`src/rtl/prog_loader_pkg.sv`:
```
// ---------------------------------------------------------------------------
// prog_loader_pkg
//   Shared definitions for the program loader: frame start marker default,
//   3-bit FSM state encodings and the bytes-per-word helper.
//   Optional feature macro used by the loader: PROG_LOADER_CHECKSUM_EN.
// ---------------------------------------------------------------------------
package prog_loader_pkg;

    // Default frame start marker.
    localparam logic [7:0] SYNC_DEFAULT = 8'hA5;

    // Loader FSM states, 3-bit encoding.
    typedef enum logic [2:0] {
        ST_IDLE  = 3'd0,
        ST_LEN   = 3'd1,
        ST_DATA  = 3'd2,
        ST_WRITE = 3'd3,
        ST_CHK   = 3'd4,
        ST_FIN   = 3'd5,
        ST_ERR   = 3'd6
    } state_t;

    // Number of bytes that make up one program word.
    function automatic int bytes_per_word(input int word_width);
        return word_width / 8;
    endfunction

endpackage

```
`src/rtl/prog_loader_word_assembler.sv`:
```
// ---------------------------------------------------------------------------
// word_assembler
//   Byte shift register plus byte index counter. Bytes arrive MSB first; the
//   word output already includes the byte presented on byte_in, so the
//   caller can capture a complete word in the same cycle it accepts the last
//   byte (word_full high).
// Ports
//   clk, rst   : clock, asynchronous active-high reset
//   clear      : return byte index to 0 and clear the shift register
//   shift_en   : byte_in is accepted this cycle
//   byte_in    : incoming byte
//   word       : shift register contents with byte_in shifted in
//   word_full  : byte_in is the last byte of the current word
// ---------------------------------------------------------------------------
module word_assembler
    import prog_loader_pkg::*;
#(
    parameter int WORD_WIDTH = 24
) (
    input  logic                  clk,
    input  logic                  rst,
    input  logic                  clear,
    input  logic                  shift_en,
    input  logic [7:0]            byte_in,
    output logic [WORD_WIDTH-1:0] word,
    output logic                  word_full
);

    localparam int BPW   = bytes_per_word(WORD_WIDTH);
    localparam int IDX_W = (BPW > 1) ? $clog2(BPW) : 1;

    logic [WORD_WIDTH-1:0] shreg;
    logic [IDX_W-1:0]      idx;

    // Upper byte falls off the top; the cast keeps this legal for BPW == 1.
    assign word      = WORD_WIDTH'({shreg, byte_in});
    assign word_full = shift_en && (idx == IDX_W'(BPW - 1));

    always_ff @(posedge clk or posedge rst) begin
        if (rst) begin
            shreg <= '0;
            idx   <= '0;
        end else if (clear) begin
            shreg <= '0;
            idx   <= '0;
        end else if (shift_en) begin
            shreg <= word;
            idx   <= word_full ? '0 : idx + 1'b1;
        end
    end

endmodule

```
`src/rtl/prog_loader.sv`:
```
// ---------------------------------------------------------------------------
// prog_loader
//   Writer side of the program memory. Frames an incoming byte stream into
//   WORD_WIDTH-bit instruction words and writes them through a single write
//   port, holding the CPU in reset while a program is being loaded.
//   Frame: SYNC_BYTE, LEN (0 = 256 words), LEN*BPW data bytes MSB first,
//   and, when PROG_LOADER_CHECKSUM_EN is defined, a CHK byte equal to the XOR
//   of LEN and all data bytes.
// Handshake: a byte is taken on a rising edge where rx_valid && rx_ready;
//   rx_ready is registered, high in IDLE/LEN/DATA/CHK and low in
//   WRITE/FIN/ERR and while rst is high. rx_data must be stable while
//   rx_valid is high and not yet accepted.
// Ports
//   clk, rst   : clock, asynchronous active-high reset
//   rx_data    : incoming byte          rx_valid : rx_data valid
//   rx_ready   : loader accepts a byte
//   mem_we     : write strobe, one cycle per word
//   mem_addr   : write address          mem_data : write word
//   cpu_hold   : keep CPU in reset
//   load_done  : one-cycle pulse on a successful frame
//   load_err   : sticky frame error, cleared by the next accepted SYNC_BYTE
// Configuration macro: PROG_LOADER_CHECKSUM_EN
// ---------------------------------------------------------------------------
module prog_loader
    import prog_loader_pkg::*;
#(
    parameter int         WORD_WIDTH = 24,
    parameter int         ADDR_BITS  = 8,
    parameter logic [7:0] SYNC_BYTE  = SYNC_DEFAULT
) (
    input  logic                  clk,
    input  logic                  rst,
    input  logic [7:0]            rx_data,
    input  logic                  rx_valid,
    output logic                  rx_ready,
    output logic                  mem_we,
    output logic [ADDR_BITS-1:0]  mem_addr,
    output logic [WORD_WIDTH-1:0] mem_data,
    output logic                  cpu_hold,
    output logic                  load_done,
    output logic                  load_err
);

    state_t                state;
    logic [8:0]            remaining;   // 9 bits so LEN=0 can count 256 words
    logic                  accept;
    logic                  asm_clear;
    logic                  asm_shift;
    logic [WORD_WIDTH-1:0] asm_word;
    logic                  asm_full;
`ifdef PROG_LOADER_CHECKSUM_EN
    logic [7:0]            chk;
`endif

    assign accept    = rx_valid && rx_ready;
    // The assembler only ever stops mid-word on reset, so parking it in IDLE
    // is enough to start every frame at byte index 0.
    assign asm_clear = (state == ST_IDLE);
    assign asm_shift = accept && (state == ST_DATA);

    word_assembler #(
        .WORD_WIDTH (WORD_WIDTH)
    ) u_asm (
        .clk       (clk),
        .rst       (rst),
        .clear     (asm_clear),
        .shift_en  (asm_shift),
        .byte_in   (rx_data),
        .word      (asm_word),
        .word_full (asm_full)
    );

    always_ff @(posedge clk or posedge rst) begin
        if (rst) begin
            state     <= ST_IDLE;
            rx_ready  <= 1'b0;
            mem_we    <= 1'b0;
            mem_addr  <= '0;
            mem_data  <= '0;
            cpu_hold  <= 1'b0;
            load_done <= 1'b0;
            load_err  <= 1'b0;
            remaining <= '0;
`ifdef PROG_LOADER_CHECKSUM_EN
            chk       <= '0;
`endif
        end else begin
            mem_we    <= 1'b0;
            load_done <= 1'b0;
            case (state)
                ST_IDLE: begin
                    rx_ready <= 1'b1;
                    // Anything other than the marker is line noise.
                    if (accept && (rx_data == SYNC_BYTE)) begin
                        state    <= ST_LEN;
                        cpu_hold <= 1'b1;
                        load_err <= 1'b0;
                    end
                end
                ST_LEN: begin
                    if (accept) begin
                        remaining <= (rx_data == 8'd0) ? 9'd256 : {1'b0, rx_data};
                        mem_addr  <= '0;
                        state     <= ST_DATA;
`ifdef PROG_LOADER_CHECKSUM_EN
                        chk       <= rx_data;
`endif
                    end
                end
                ST_DATA: begin
                    if (accept) begin
`ifdef PROG_LOADER_CHECKSUM_EN
                        chk <= chk ^ rx_data;
`endif
                        // Capture the word in the same edge that takes its
                        // last byte so the strobe follows one clock later.
                        if (asm_full) begin
                            mem_we   <= 1'b1;
                            mem_data <= asm_word;
                            rx_ready <= 1'b0;
                            state    <= ST_WRITE;
                        end
                    end
                end
                ST_WRITE: begin
                    mem_addr  <= mem_addr + 1'b1;
                    remaining <= remaining - 9'd1;
                    if (remaining == 9'd1) begin
`ifdef PROG_LOADER_CHECKSUM_EN
                        state    <= ST_CHK;
                        rx_ready <= 1'b1;
`else
                        state     <= ST_FIN;
                        load_done <= 1'b1;
                        cpu_hold  <= 1'b0;
`endif
                    end else begin
                        state    <= ST_DATA;
                        rx_ready <= 1'b1;
                    end
                end
`ifdef PROG_LOADER_CHECKSUM_EN
                ST_CHK: begin
                    if (accept) begin
                        rx_ready <= 1'b0;
                        if (rx_data == chk) begin
                            state     <= ST_FIN;
                            load_done <= 1'b1;
                            cpu_hold  <= 1'b0;
                        end else begin
                            // Program is invalid: keep the CPU held.
                            state    <= ST_ERR;
                            load_err <= 1'b1;
                        end
                    end
                end
                ST_ERR: begin
                    state    <= ST_IDLE;
                    rx_ready <= 1'b1;
                end
`endif
                ST_FIN: begin
                    state    <= ST_IDLE;
                    rx_ready <= 1'b1;
                end
                default: begin
                    state    <= ST_IDLE;
                    rx_ready <= 1'b1;
                end
            endcase
        end
    end

endmodule

```
`config.mk`:
```
export PLATFORM = sky130hd
export DESIGN_NAME = prog_loader
export DESIGN_NICKNAME = d
export VERILOG_FILES = /design/src/rtl/prog_loader_pkg.sv /design/src/rtl/prog_loader_word_assembler.sv /design/src/rtl/prog_loader.sv
export SDC_FILE = /design/constraint.sdc
export NUM_CORES = 1
export LEC_CHECK = 0
export ABC_AREA = 1
export BUFFER_PORTS_ARGS = -buffer_cell sky130_fd_sc_hd__buf_2
export CORE_MARGIN = 2
export CORE_UTILIZATION = 50
export DETAILED_ROUTE_END_ITERATION = 10
export PLACE_DENSITY = 0.83
export RECOVER_POWER = 100
export SLEW_MARGIN = 30
export SYNTH_ARGS = -nofsm -noshare
export SYNTH_HDL_FRONTEND = slang
export SYNTH_SLANG_ARGS = --single-unit
export TNS_END_PERCENT = 100
```
`constraint.sdc`:
```
create_clock -name clk -period 3.5 [get_ports clk]
set_clock_uncertainty 0.1 [all_clocks]
set_input_delay 0.35 -clock clk [delete_from_list [all_inputs] [get_ports clk]]
set_output_delay 0.35 -clock clk [all_outputs]
set_load 0.02 [all_outputs]
```
## After elaboration in Yosys (flattened, before gate mapping)

Cells that the tools add are included.

| storage, ports and cells | value |
|---|---|
| output and inout port bits | 37 |
| input port bits | 11 |
| register bits | 66 |

| operators by class | value |
|---|---|
| equality and inequality tests | 12 |
| multiplexer cells | 28 |
| bitwise operators | 1 |
| $add $sub $neg | 3 |
| reduce and logical (&&, ||, !) cells | 14 |

Operators with widths:

| operator | count |
|---|---|
| two-way mux 16 bit | 2 |
| two-way mux 9 bit | 2 |
| one-hot mux 9 bit (2 select lines) | 1 |
| one-hot mux 8 bit (2 select lines) | 1 |
| two-way mux 3 bit | 5 |
| one-hot mux 3 bit (4 select lines) | 1 |
| two-way mux 1 bit | 10 |
| == test 9 x 1 -> 1 bit, second input constant | 1 |
| subtractor 9 x 1 -> 9 bit, second input constant | 1 |
| adder 8 x 1 -> 8 bit, second input constant | 1 |
| == test 8 bit, second input constant | 1 |
| zero test 8 bit | 1 |
| two-way mux 8 bit | 1 |
| inequality test 2 bit, second input constant | 4 |
| AND reduction 4 bit | 2 |
| == test 3 x 2 -> 1 bit, second input constant | 2 |
| two-way mux 2 bit | 3 |
| AND reduction 3 bit | 2 |
| nonzero test 2 bit | 3 |
| logical AND 1 bit | 4 |
| inequality test 2 x 1 -> 1 bit, second input constant | 2 |
| == test 3 x 1 -> 1 bit, second input constant | 1 |
| zero test 3 bit | 1 |
| one-hot mux 1 bit (3 select lines) | 1 |
| 5 further kinds | 5 |

## Logic depth before layout (Yosys ltp)

| logic depth | value |
|---|---|
| depth after elaboration | 6 |
| depth in mapped cells | 8 |
| mapped depth without buffers | 8 |

## By module

Synthesis repeated with hierarchy kept, for this count alone.

| second synthesis, totals | value |
|---|---|
| cells, all modules | 386 |
| area, all modules | 3095.5 um^2 |

Modules (own cells, without submodules):

| module | instances | area an instance (um^2) | cells an instance |
|---|---|---|---|
| prog_loader | 1 | 2311.0 | 294 |
| word_assembler | 1 | 784.5 | 92 |

## Least setup slack after synthesis

Ideal clock, no wire load.

| path | value |
|---|---|
| path kind | register -> register |
| from | register rx_ready |
| to | register mem_data[7] |
| buffers on the path | 2 |
| clock period less this slack | 1.515 ns |
| library setup time | 0.121 ns |
| setup slack | 1.985 ns |
| required time | 3.279 ns |
| arrival | 1.294 ns |
| stages on the path, launching flop included | 8 |
| cell sequence | dfrtp_1 -> nand2_1 -> inv_1 -> nand2_1 -> nor2_4 -> buf_6 -> buf_12 -> a21oi_2 |

| between the ends | value |
|---|---|
| longest elaborated chain between the ends | 4 |

RTL lines:

| what | line | text |
|---|---|---|
| start, declared | prog_loader.sv:35 | `output logic rx_ready,` |
| start signal, assigned | prog_loader.sv:76 | `rx_ready <= 1'b0;` |
| start signal, assigned | prog_loader.sv:92 | `rx_ready <= 1'b1;` |
| start signal, assigned | prog_loader.sv:120 | `rx_ready <= 1'b0;` |
| logical AND 1 bit * | prog_loader.sv:55 | `assign accept = rx_valid && rx_ready;` |
| logical AND 1 bit | prog_loader.sv:59 | `assign asm_shift = accept && (state == ST_DATA);` |
| logical AND 1 bit | prog_loader_word_assembler.sv:37 | `assign word_full = shift_en && (idx == IDX_W'(BPW - 1));` |
| AND reduction 3 bit (no line) * | -- |  |
| end signal, assigned | prog_loader.sv:119 | `mem_data <= asm_word;` |
| end, declared | prog_loader.sv:38 | `output logic [WORD_WIDTH-1:0] mem_data,` |

Mark *: on every way between the ends. The rest lies on a longest branch, timed or not.
A chain may end at the register's enable or synchronous reset.

## Worst setup path after layout

| path | value |
|---|---|
| from | register state[1] |
| to | register remaining[3] |

| between the ends | value |
|---|---|
| longest elaborated chain between the ends | 3 |
| elaborated cells between the ends (all ways) | 6 |

RTL lines:

| what | line | text |
|---|---|---|
| start, declared | prog_loader.sv:44 | `state_t state;` |
| start signal, assigned | prog_loader.sv:75 | `state <= ST_IDLE;` |
| start signal, assigned | prog_loader.sv:95 | `state <= ST_LEN;` |
| start signal, assigned | prog_loader.sv:104 | `state <= ST_DATA;` |
| == test 3 x 1 -> 1 bit or == test 3 x 2 -> 1 bit (tied branches) | prog_loader.sv:90 | `case (state)` |
| inequality test 2 bit (no line) or nonzero test 2 bit (tied branches) | -- |  |
| AND reduction 2 bit (no line) | -- |  |
| end signal, assigned | prog_loader.sv:102 | `remaining <= (rx_data == 8'd0) ? 9'd256 : {1'b0, rx_data};` |
| end signal, assigned | prog_loader.sv:127 | `remaining <= remaining - 9'd1;` |
| end, declared | prog_loader.sv:45 | `logic [8:0] remaining;` |

Several ways; a longest one is shown, not always the timed one.

==> results.md <==
- Outcome: finished, final reports clean
- Routed WL per cell: roughly 14 µm
- # nets final: 412
- Post-layout util: 0.580
- Final setup fails: 0
- Share of the synthesized area in the top cell type: 0.544
- Core Region: between 5000 and 6000 µm²
- Die span in x: 81.9 µm
- P_leak: between 1.5 and 2 nW
- GRT overflow: 0
- RSZ-0062 raised after global routing: no
- # rows: 28
- Slew Limit Fails: 0
- Setup CP Type: flop to flop
- DP Cell Count: 461
- Critical path required time: ~3.7 ns
- Worst-Skew Late Latency: approximately 0.36 ns
- Pre-Repair DR Iteration Count: 5
- Dpl hpwl: 4600 µm
- Placed instance area: ~3300 µm²
- GRT busiest layer: met2
- Max IR drop VDD: ~0.00048 V
- IO Port Bufs: 46
- CTS Root Cell: clkbuf_8
- Placer Congestion: 0.899
- Mean Syn Cell Area: about 8.7 µm²
- Die area: roughly 6700 µm²
- Inserted Diodes: 0
- Post-Syn Instances: 347
- Initial antenna violation count: 0
- Crit start category: flop
- Crit path time final: ~2.5 ns
- # clock sinks: 66
- Final instance area: approximately 3400 µm²
- Post-synthesis xor/xnor area fraction: 0.00289
- Die H: ~80 µm
- Worst Tran Pin Value: 1.31 ns
- First-pass GRT wire length: 10400 µm
- Sequential area share after synthesis: 0.544
- Setup TNS: 0 ns
- Met2 track demand over resource: 0.328
- Area share of fa/ha/maj cells after synthesis: 0.0124
- Top post-synthesis cells by area: dfrtp_1 (54%), nand2_1 (7.1%), nor2_1 (6.6%)
- CTS max path bufs: 2
- CTS tree: done
- Layout Cells excl Fill: 478
- Fraction of synthesized area in multiplexers: 0
- DRT iter0 DRCs: about 190
- Largest family of logic cells by synthesized area: simple AND/OR/NAND/NOR gates
- Met3 Use GR: 0.0516
- Routed vias/inst: approximately 5.2
- Final hold violations: 0
- Maxcap violations: 0
- Total global-route track usage: 0.210
- Total number of vias: approximately 2500
- CP Max Fanout: 16
- Initial Util: 0.516
- Vias in the first global route: 2292
- Yosys cell types: 27
- HP Class: input port to flop
- Synthesized area: between 3000 and 4000 µm²
- DRC errors left: 0
- Met1 usage: 0.274
- Largest net degree at the start of global routing: 29
- Synth Net Count: between 300 and 400
- CTS resizes: 0
- Simple-Gate Fraction of Synth Area: 0.199
- H-Tree Level Count: 3
- Ports: 48
- Yosys warnings: 0
- Clk pin slew, worst setup/hold paths: roughly 0.070 ns
- Yosys reg bits: 66
- Layout area overhead: 12.5%
- Post-route ant nets: 0
- Fmax: 396 MHz
- WL final: 6590 µm
- Critical Path End Type: flop
- Synth Area in Compound Gates: 0.145
- Flop-to-flop setup slack: between 0.9 and 1 ns
- Final period utilization: 0.722
- Worst slew margin: 0.130
- Layout cell share with drive strength beyond 1: 0.0993
- Inserted Clock Buffers: 9
- Dominant cell type by area after synthesis: dfrtp_1
- PD cells: approximately 810 nW/µm²
- Data arrival time of the worst path: around 2.7 ns
## synth_stat cells
cell type,n
nand4_1,2
buf_6,3
buf_12,1
dfrtp_1,66
buf_2,2
nor2_1,53
buf_4,3
inv_1,48
a21oi_2,10
nor3_4,1
xor2_1,1
nor3_1,1
nand3_1,21
conb_1,1
o221ai_1,1
clkbuf_1,1
o211ai_1,3
o22ai_1,20
a21oi_1,23
o21bai_1,1
ha_1,3
a22oi_1,1
inv_2,5
o21ai_0,13
nand2_2,3
nand2_1,57
nor2_4,3
## metrics by stage
stage / power (mW) / setup WS, ns / hold slack (ns)
floorplan: 1.96 / 1.40 / 0.368
global placement: 2.21 / 1.47 / 0.241
detailed placement: 2.26 / 1.65 / 0.244
CTS: 2.84 / 1.63 / 0.174
global route: 2.97 / 0.785 / 0.207
finish: 2.78 / 0.973 / 0.178
## placed cells by master (no fill, tap or decap), types with 2 or more instances in the layout
cell        netlist  final
o21ai_0          13     13
nand3_1          21     21
a21oi_2          10      9
nand2_1          57     59
clkinv_4          0      2
clkinvlp_4        0      3
inv_1            48     50
o211ai_1          3      3
buf_2             2     10
nor3_1            1      2
a21oi_1          23     24
o22ai_1          20     20
nor2_1           53     55
ha_1              3      3
clkinv_1          0      2
clkbuf_1          1     37
clkbuf_8          0      9
dfrtp_1          66     66
nand4_1           2      2
## repair_timing
action / in CTS / in global routing
buffers inserted: 0 / 0
endpoints found under the setup margin: 0 / 0
endpoints found under the hold margin: 16 / 0
hold buffers: 1 / 0
## report_power, final
group | leakage [nW] | switching (mW) | internal (mW)
Sequential | 0.887 | 0.170 | 0.996
Clock | 0.0818 | 0.320 | 0.259
Combinational | 0.684 | 0.730 | 0.306
## layer usage
layer | share of wire | wire, µm | vias up
li1 | - | - | 1221
met1 | 0.46 | 3030 | 1181
met2 | 0.47 | 3100 | 62
met3 | 0.056 | 366 | 10
met4 | 0.013 | 85 | 0
met5 | 0 | 0 | -
## layout make-up
cell class	count	area, µm²
fillers	542	2470
flip-flops and latches	66	1650
multi-input cells	218	1060
repair buffers	50	234
inverters	53	199
clock buffers	9	124
well taps	75	93.8
clock inverters	7	53.8
## cell families (layout without fill, tap and decap cells)
logic type / Yosys count / count (layout)
compound gates: 72 / 72
xor+xnor: 1 / 1
fa+ha+maj: 3 / 3
buf+inv: 63 / 119
flops: 66 / 66
other cells: 1 / 1
simple gates: 141 / 141
## sequential cells by signal, indices dropped and copies added (netlist names)
signal       flops
u_asm.idx        2
mem_addr         8
state            3
load_done        1
mem_data        24
rx_ready         1
u_asm.shreg     16
mem_we           1
remaining        9
cpu_hold         1
## worst max-delay path, stage by stage (launching register included)
cell	delay, ns
dfrtp_1	0.44
nand2_1	0.08
nor2_1	0.77
nor2_1	0.43
inv_1	0.31
o21ai_0	0.15
nand2_1	0.08
nand2_1	0.05
## final timing paths
path,from,to,cells past startpoint
max,state[1]$_DFFE_PP0P_,remaining[3]$_DFFE_PP0P_,7
min,rx_data[1],u_asm.shreg[1]$_DFFE_PP0P_,3
max reg2reg,state[1]$_DFFE_PP0P_,remaining[3]$_DFFE_PP0P_,7
min reg2reg,u_asm.idx[0]$_DFFE_PP0P_,u_asm.idx[0]$_DFFE_PP0P_,1
max in group asynchronous,rst,mem_addr[1]$_DFFE_PP0P_,4
min in group asynchronous,rst,mem_data[7]$_DFFE_PP0P_,3
(Power assumes the default switching activity.)
